File: src/rtl/clk_div_ctrl.sv
// Run/stop and ratio controller: 50%-duty divided clock with rise/fall strobes and a
// half-period reloadable at falling edges. Optional macro CLK_DIV_CTRL_CFG_ERR_EN adds cfg_err.
module clk_div_ctrl #(
  parameter int HALF_W   = 8,
  parameter int HALF_DEF = 4
) (
  input  logic              clk,
  input  logic              rst,
  input  logic              en,
  input  logic              cfg_valid,
  input  logic [HALF_W-1:0] cfg_half,
  output logic              cfg_ready,
`ifdef CLK_DIV_CTRL_CFG_ERR_EN
  output logic              cfg_err,
`endif
  output logic              clk_div,
  output logic              div_rise_stb,
  output logic              div_fall_stb,
  output logic              running,
  output logic [HALF_W-1:0] cur_half
);

  typedef enum logic [1:0] {IDLE, RUN, STOPPING} state_t;

  state_t            state;
  state_t            state_nxt;
  logic [HALF_W-1:0] cnt;
  logic [HALF_W-1:0] pend_half;
  logic              pend_valid;
  logic              active;
  logic              term;
  logic              quit_low;
  logic              toggle;
  logic              fall_now;
  logic              cfg_zero;
  logic              accept;
  logic              take;
  logic              apply;

  assign active   = (state != IDLE);
  assign term     = (cnt == cur_half - HALF_W'(1));
  // Stopping while low abandons the low phase outright, so no extra rising edge escapes.
  assign quit_low = (state == STOPPING) && !en && !clk_div;
  assign toggle   = active && term && !quit_low;
  assign fall_now = toggle && clk_div;
  assign cfg_zero = (cfg_half == '0);
  assign accept   = cfg_valid && cfg_ready;
`ifdef CLK_DIV_CTRL_CFG_ERR_EN
  assign take     = accept && !cfg_zero;
`else
  assign take     = accept;
`endif
  // A pending value only lands while idle or on a 1->0 toggle, so phases never get cut short.
  assign apply    = pend_valid && ((state == IDLE) || fall_now);

  // NOTE: state_nxt gets a default before the case, so no latch can be inferred.
  always_comb begin
    state_nxt = state;
    case (state)
      IDLE:     if (en) state_nxt = RUN;
      RUN:      if (!en) state_nxt = STOPPING;
      STOPPING: begin
        if (en)                         state_nxt = RUN;
        else if (quit_low || fall_now)  state_nxt = IDLE;
      end
      default:  state_nxt = IDLE;
    endcase
  end

  // NOTE: non-blocking assignments so every flop samples pre-edge values of the others.
  always_ff @(posedge clk or posedge rst) begin
    if (rst) begin
      state        <= IDLE;
      cnt          <= '0;
      clk_div      <= 1'b0;
      div_rise_stb <= 1'b0;
      div_fall_stb <= 1'b0;
      running      <= 1'b0;
      cfg_ready    <= 1'b1;
      cur_half     <= HALF_W'(HALF_DEF);
      pend_half    <= '0;
      pend_valid   <= 1'b0;
`ifdef CLK_DIV_CTRL_CFG_ERR_EN
      cfg_err      <= 1'b0;
`endif
    end else begin
      state        <= state_nxt;
      running      <= (state_nxt != IDLE);
      div_rise_stb <= toggle && !clk_div;
      div_fall_stb <= fall_now;

      if (!active || quit_low || term) cnt <= '0;
      else                             cnt <= cnt + HALF_W'(1);

      if (toggle) clk_div <= !clk_div;

      if (apply) begin
        cur_half   <= pend_half;
        pend_valid <= 1'b0;
        cfg_ready  <= 1'b1;
      end else if (take) begin
        pend_half  <= cfg_zero ? HALF_W'(1) : cfg_half;
        pend_valid <= 1'b1;
        cfg_ready  <= 1'b0;
      end

`ifdef CLK_DIV_CTRL_CFG_ERR_EN
      cfg_err <= accept && cfg_zero;
`endif
    end
  end

endmodule

File: config.mk
export PLATFORM = sky130hd
export DESIGN_NAME = clk_div_ctrl
export DESIGN_NICKNAME = d
export VERILOG_FILES = /design/src/rtl/clk_div_ctrl.sv
export SDC_FILE = /design/constraint.sdc
export NUM_CORES = 1
export LEC_CHECK = 0
export CAP_MARGIN = 40
export CORE_MARGIN = 2
export CORE_UTILIZATION = 53
export CTS_CLUSTER_SIZE = 24
export DETAILED_ROUTE_END_ITERATION = 16
export HOLD_SLACK_MARGIN = 0.02
export PLACE_DENSITY = 0.75
export SETUP_SLACK_MARGIN = 0.1
export SLEW_MARGIN = 20
export SYNTH_ARGS = -nofsm -noshare
export SYNTH_HDL_FRONTEND = slang
export SYNTH_SLANG_ARGS = --single-unit
File: constraint.sdc
create_clock -name clk -period 2.99 [get_ports clk]
set_input_delay 0.4485 -clock clk [delete_from_list [all_inputs] [get_ports clk]]
set_output_delay 0.4485 -clock clk [all_outputs]
set_load 0.05 [all_outputs]
---- Word level (Yosys, flattened, before mapping) ----
Index checks and enable logic that the tools add are counted.
storage, ports and cells
  flip-flop bits (word level) ............. 32
  bits of input ports ..................... 12
  output and inout port bits .............. 13
  word-level logic and storage cells ...... 49
operators by class
  add/subtract/negate cells ............... 2
  equality and inequality tests ........... 3
  mux-type cells .......................... 11
  bitwise gates (word level) .............. 1
  reductions and logical operators ........ 22
operators by type and width
  operator                                           count
  two-way mux 8 bit                                  2
  adder 8 x 1 -> 8 bit (second input constant)       1
  == test 8 bit                                      1
  logical AND 1 bit                                  8
  zero test 8 bit                                    1
  two-way mux 2 bit                                  4
  subtractor 8 x 1 -> 8 bit (second input constant)  1
  one-hot mux 2 bit (3 select lines)                 1
  nonzero test 2 bit                                 3
  zero test 1 bit                                    4
  logical OR 1 bit                                   4
  two-way mux 1 bit                                  4
  == test 2 x 1 -> 1 bit (second input constant)     1
  == test 2 bit (second input constant)              1
  zero test 2 bit                                    1
  AND reduction 2 bit                                1
  inverter 1 bit                                     1

---- Longest topological paths before layout ----
  depth after elaboration ................. 11
  gate-level depth with buffers ........... 9
  mapped depth without buffers ............ 8

---- Worst setup path after synthesis ----
OpenSTA, ideal clock, no wires.
  path type ............................... register -> register
  start ................................... reg cur_half[0]
  end ..................................... reg cur_half[4]
  library setup time ...................... 0.125 ns
  arrival time ............................ 2.538 ns
  required time ........................... 2.865 ns
  setup slack ............................. 0.327 ns
  cell stages (with the launch flop) ...... 10
  buffers on the path ..................... 1
  clock period less this slack ............ 2.663 ns
  cell sequence ........................... dfrtp_1 -> inv_1 -> ha_1 -> nor3b_1 -> a21oi_1 -> nor4b_1 -> o211ai_2 -> o21ai_2 -> buf_6 -> mux2_2
on the way
  word-level cells in the longest chain between the ends .. 7
ends and longest elaborated chain
  item                             line  text
  start: declaration               20    output logic [HALF_W-1:0] cur_half
  start signal: assignment         80    cur_half <= HALF_W'(HALF_DEF);
  start signal: assignment         98    cur_half <= pend_half;
  subtractor 8 x 1 -> 8 bit        41    assign term = (cnt == cur_half - HALF_W'(1));
  == test 8 bit                    41
  logical AND 1 bit (2 in series)  44    assign toggle = active && term && !quit_low;
  logical AND 1 bit                45    assign fall_now = toggle && clk_div;
  logical OR 1 bit                 54    assign apply = pend_valid && ((state == IDLE) || fall_now);
  logical AND 1 bit                54
Every way passes these cells.
A chain may end at the register's enable or synchronous reset.

---- Final worst setup path ----
  start ................................... reg cur_half[0]
  end ..................................... reg cur_half[6]
Same word-level chain as after synthesis.

==> flow_metrics.py <==
metrics = {
    "drt": {
        "first_pass_iters": 4,
        "viasPerCell": 5.686,
        "drc_errors": 0,
        "first_iter_violations": 90,
        "post_drt_wl_per_cell_um": 14.36,
        "wirelength_mm": 3.474,
        "vias": 1376,
        "final_antenna_net_count": 0,
    },
    "cts": {
        "clkTransAtPathRegs_ns": 0.10,
        "cts_buffers": 5,
        "cts-resized-gates": 0,
        "cts_setup_buffers": 0,
        "cts_max_path_buffers": 2,
        "root_buffer": "clkbuf_4",
        "cts_tree": "done",
        "ctsHoldBuffers": 0,
        "htree_levels": 2,
        "cts.sinks": 32,
        "clk_latency_ns": 0.33,
    },
    "worst_hold_path": {
        "hold_path.class": "primary input to async pin",
    },
    "timing": {
        "fmax_mhz": 376.1,
        "rsz0062_at_grt": "no",
        "period_share_pct": 88.92,
        "fin_skew_ns": 0.01163,
        "finalHoldViolCount": 0,
        "max_slew_margin_pct": 63.24,
        "final_max_slew_viol_count": 0,
        "period_minus_slack_ns": 2.659,
        "worst_pin_slew_ns": 0.5477,
        "finalSetupViolCount": 0,
        "setup_tns_ns": 0,
    },
    "synth": {
        "ys_warn_count": 0,
        "ys_seq_area_share_pct": 47.21,
        "synthTopCellsByCount": "dfrtp_1 (30), nand2_1 (19), nand3_1 (13), nor2_1 (13)",
        "netlist_instances": 169,
        "syn_nets": 183,
        "synth_edf_count": 0,
        "syn_area_mm2": 0.001702,
        "yosysMostFrequentCell": "dfrtp_1",
        "synth_area_per_cell_um2": 10.07,
        "synth_top_area_share_pct": 44.12,
        "synth_flop_cell": "dfrtp_1",
        "synth.largest_area_cell": "dfrtp_1",
        "async_flop_share_pct": 100.0,
        "synthTopCellsByArea": "dfrtp_1 (44%), mux2_2 (5.3%), nand2_1 (4.2%), a221o_1 (4.1%), xor2_1 (4.1%)",
        "ys_types": 43,
        "ys_ff_latch": 32,
    },
    "grt": {
        "grt_max_degree": 33,
        "grt_pass1_vias": 1319,
        "grt-ovfl-total": 0,
        "grt_pass1_wl_mm": 5.940,
        "antenna_found_initial": 0,
        "grt_use_total_pct": 22.29,
    },
    "place": {
        "hpwl_mm": 2.595,
        "place_congestion": 0.8434,
        "numPortBuffers": 24,
        "dp_cells": 234,
    },
    "floorplanning": {
        "num_rows": 20,
        "die_h_um": 60.66,
        "die_w_um": 60.66,
        "die_area_mm2": 0.003680,
        "io_pins": 25,
        "start_util_pct": 55.74,
        "coreArea_mm2": 0.003053,
    },
    "finish": {
        "drive_gt1_share_pct": 12.63,
        "areaGrowthSynthToFinish_pct": 19.41,
        "fin_cells": 242,
        "finalNetCount": 211,
        "n_antenna_cell": 0,
    },
    "worst_setup_path": {
        "r2r_start": "cur_half[0]$_DFFE_PP0P_",
        "crit_fanout": 8,
        "startpoint_type": "flip-flop",
        "cp.required_ns": 3.20,
        "crit_start": "cur_half[0]$_DFFE_PP0P_",
        "r2r_end": "cur_half[6]$_DFFE_PP0P_",
        "crit_type": "flip-flop to flip-flop",
        "cp-endpoint": "cur_half[6]$_DFFE_PP0P_",
        "critical_path_arrival_ns": 2.87,
        "ff2ff_setup_slack_ns": 0.33,
        "crit_path_end_kind": "flip-flop",
        "rr_worst_depth": 8,
    },
    "run_status": {
        "outcome": "completed",
    },
    "power_and_ir_drop": {
        "ir_drop_uv": 539.2,
        "p_per_area_mw_per_mm2": 985.1,
        "p_leak_uw": 0.0008647,
    },
    "job": {
        "drv_cap": 0,
    },
}
registers in the layout, summed over array words and instances (netlist names):
name          flops
cfg_ready         1
clk_div           1
cnt               8
cur_half          8
div_fall_stb      1
div_rise_stb      1
pend_half         8
pend_valid        1
running           1
state             2
how the worst min path moves through the flow:
stage	depth (start not counted)	end	slack [ns]
finish	3	cnt[1]$_DFF_PP0_	0.50
global route	3	cnt[1]$_DFF_PP0_	0.53
CTS	3	cnt[1]$_DFF_PP0_	0.51
detailed placement	2	cfg_ready$_DFFE_PP1P_	0.49
global placement	2	cfg_ready$_DFFE_PP1P_	0.51
floorplan	1	cnt[0]$_DFF_PP0_	0.49
power breakdown:
| part | switching [µW] | total [µW] | internal (µW) |
|---|---|---|---|
| clock | 138 | 230 | 91.5 |
| sequential | 202 | 793 | 591 |
| combinational | 561 | 979 | 418 |
| total | 901 | 2000 | 1100 |
cell families (layout without fill, tap and decap cells):
kind of cell | after synthesis | after routing | share of synthesized area, %
and+or+nand+nor | 69 | 69 | 21.25
DFF | 32 | 32 | 47.21
AOI/OAI and AO/OA | 31 | 31 | 13.82
xor gates and xnor gates | 14 | 14 | 7.206
buffers and inverters | 13 | 42 | 3.750
muxes | 8 | 8 | 5.294
adders and majority gates | 2 | 2 | 1.470
metal layers:
metal	track usage (%)	vias to the layer above	part of all wire [%]
li1	-	663	-
met1	29.11	662	43
met2	35.94	46	50
met3	5.757	5	5.3
met4	8.385	0	1.4
met5	0	-	0
placed cells by master, fill, tap and decap left out, drive strengths merged, types with 2 or more instances in the layout:
cell and n:
clkbuf 7, nand2b 2, clkdlybuf4s50 24, nor2 13, dfstp 2, mux2 8, a221o 7, and2 2
nor3b 2, nor3 6, nand4b 2, a21oi 6, and3 2, a31oi 2, inv 7, ha 2
o21a 2, xnor2 6, xor2 8, nand3 13, buf 3, dfrtp 30, o21ai 6, nand2 19
final cells by class:
type,instances,area [µm²]
clock buffer,7,45.04
clock inverter,1,5.005
fill,259,1021
inverter,7,26.28
multi-input combinational,124,834.6
sequential,32,803.3
tap,44,55.05
timing repair buffer,27,262.8
critical path: stages, from the launching register on:
cell and delay [ns]:
dfrtp_1 0.45, inv_1 0.09, ha_1 0.21, nor3b_1 0.31
a21oi_1 0.12, nor4b_1 0.39, o211ai_2 0.17, o21ai_2 0.41
mux2_2 0.39
through the flow:
stage	total power, µW	util, %	setup slack (ns)	instance area [µm²]	hold WS [ns]
CTS	2012	66.56	0.2917	2032	0.5082
detailed placement	1779	64.92	0.3017	1982	0.4914
finish	2002	66.56	0.3313	2032	0.5006
global placement	1748	64.92	0.3632	1982	0.5066
global route	2146	66.56	0.1366	2032	0.5278
floorplan	1485	-	0.3272	1702	0.4851
Note: power is estimated with default switching activity, not from simulation.
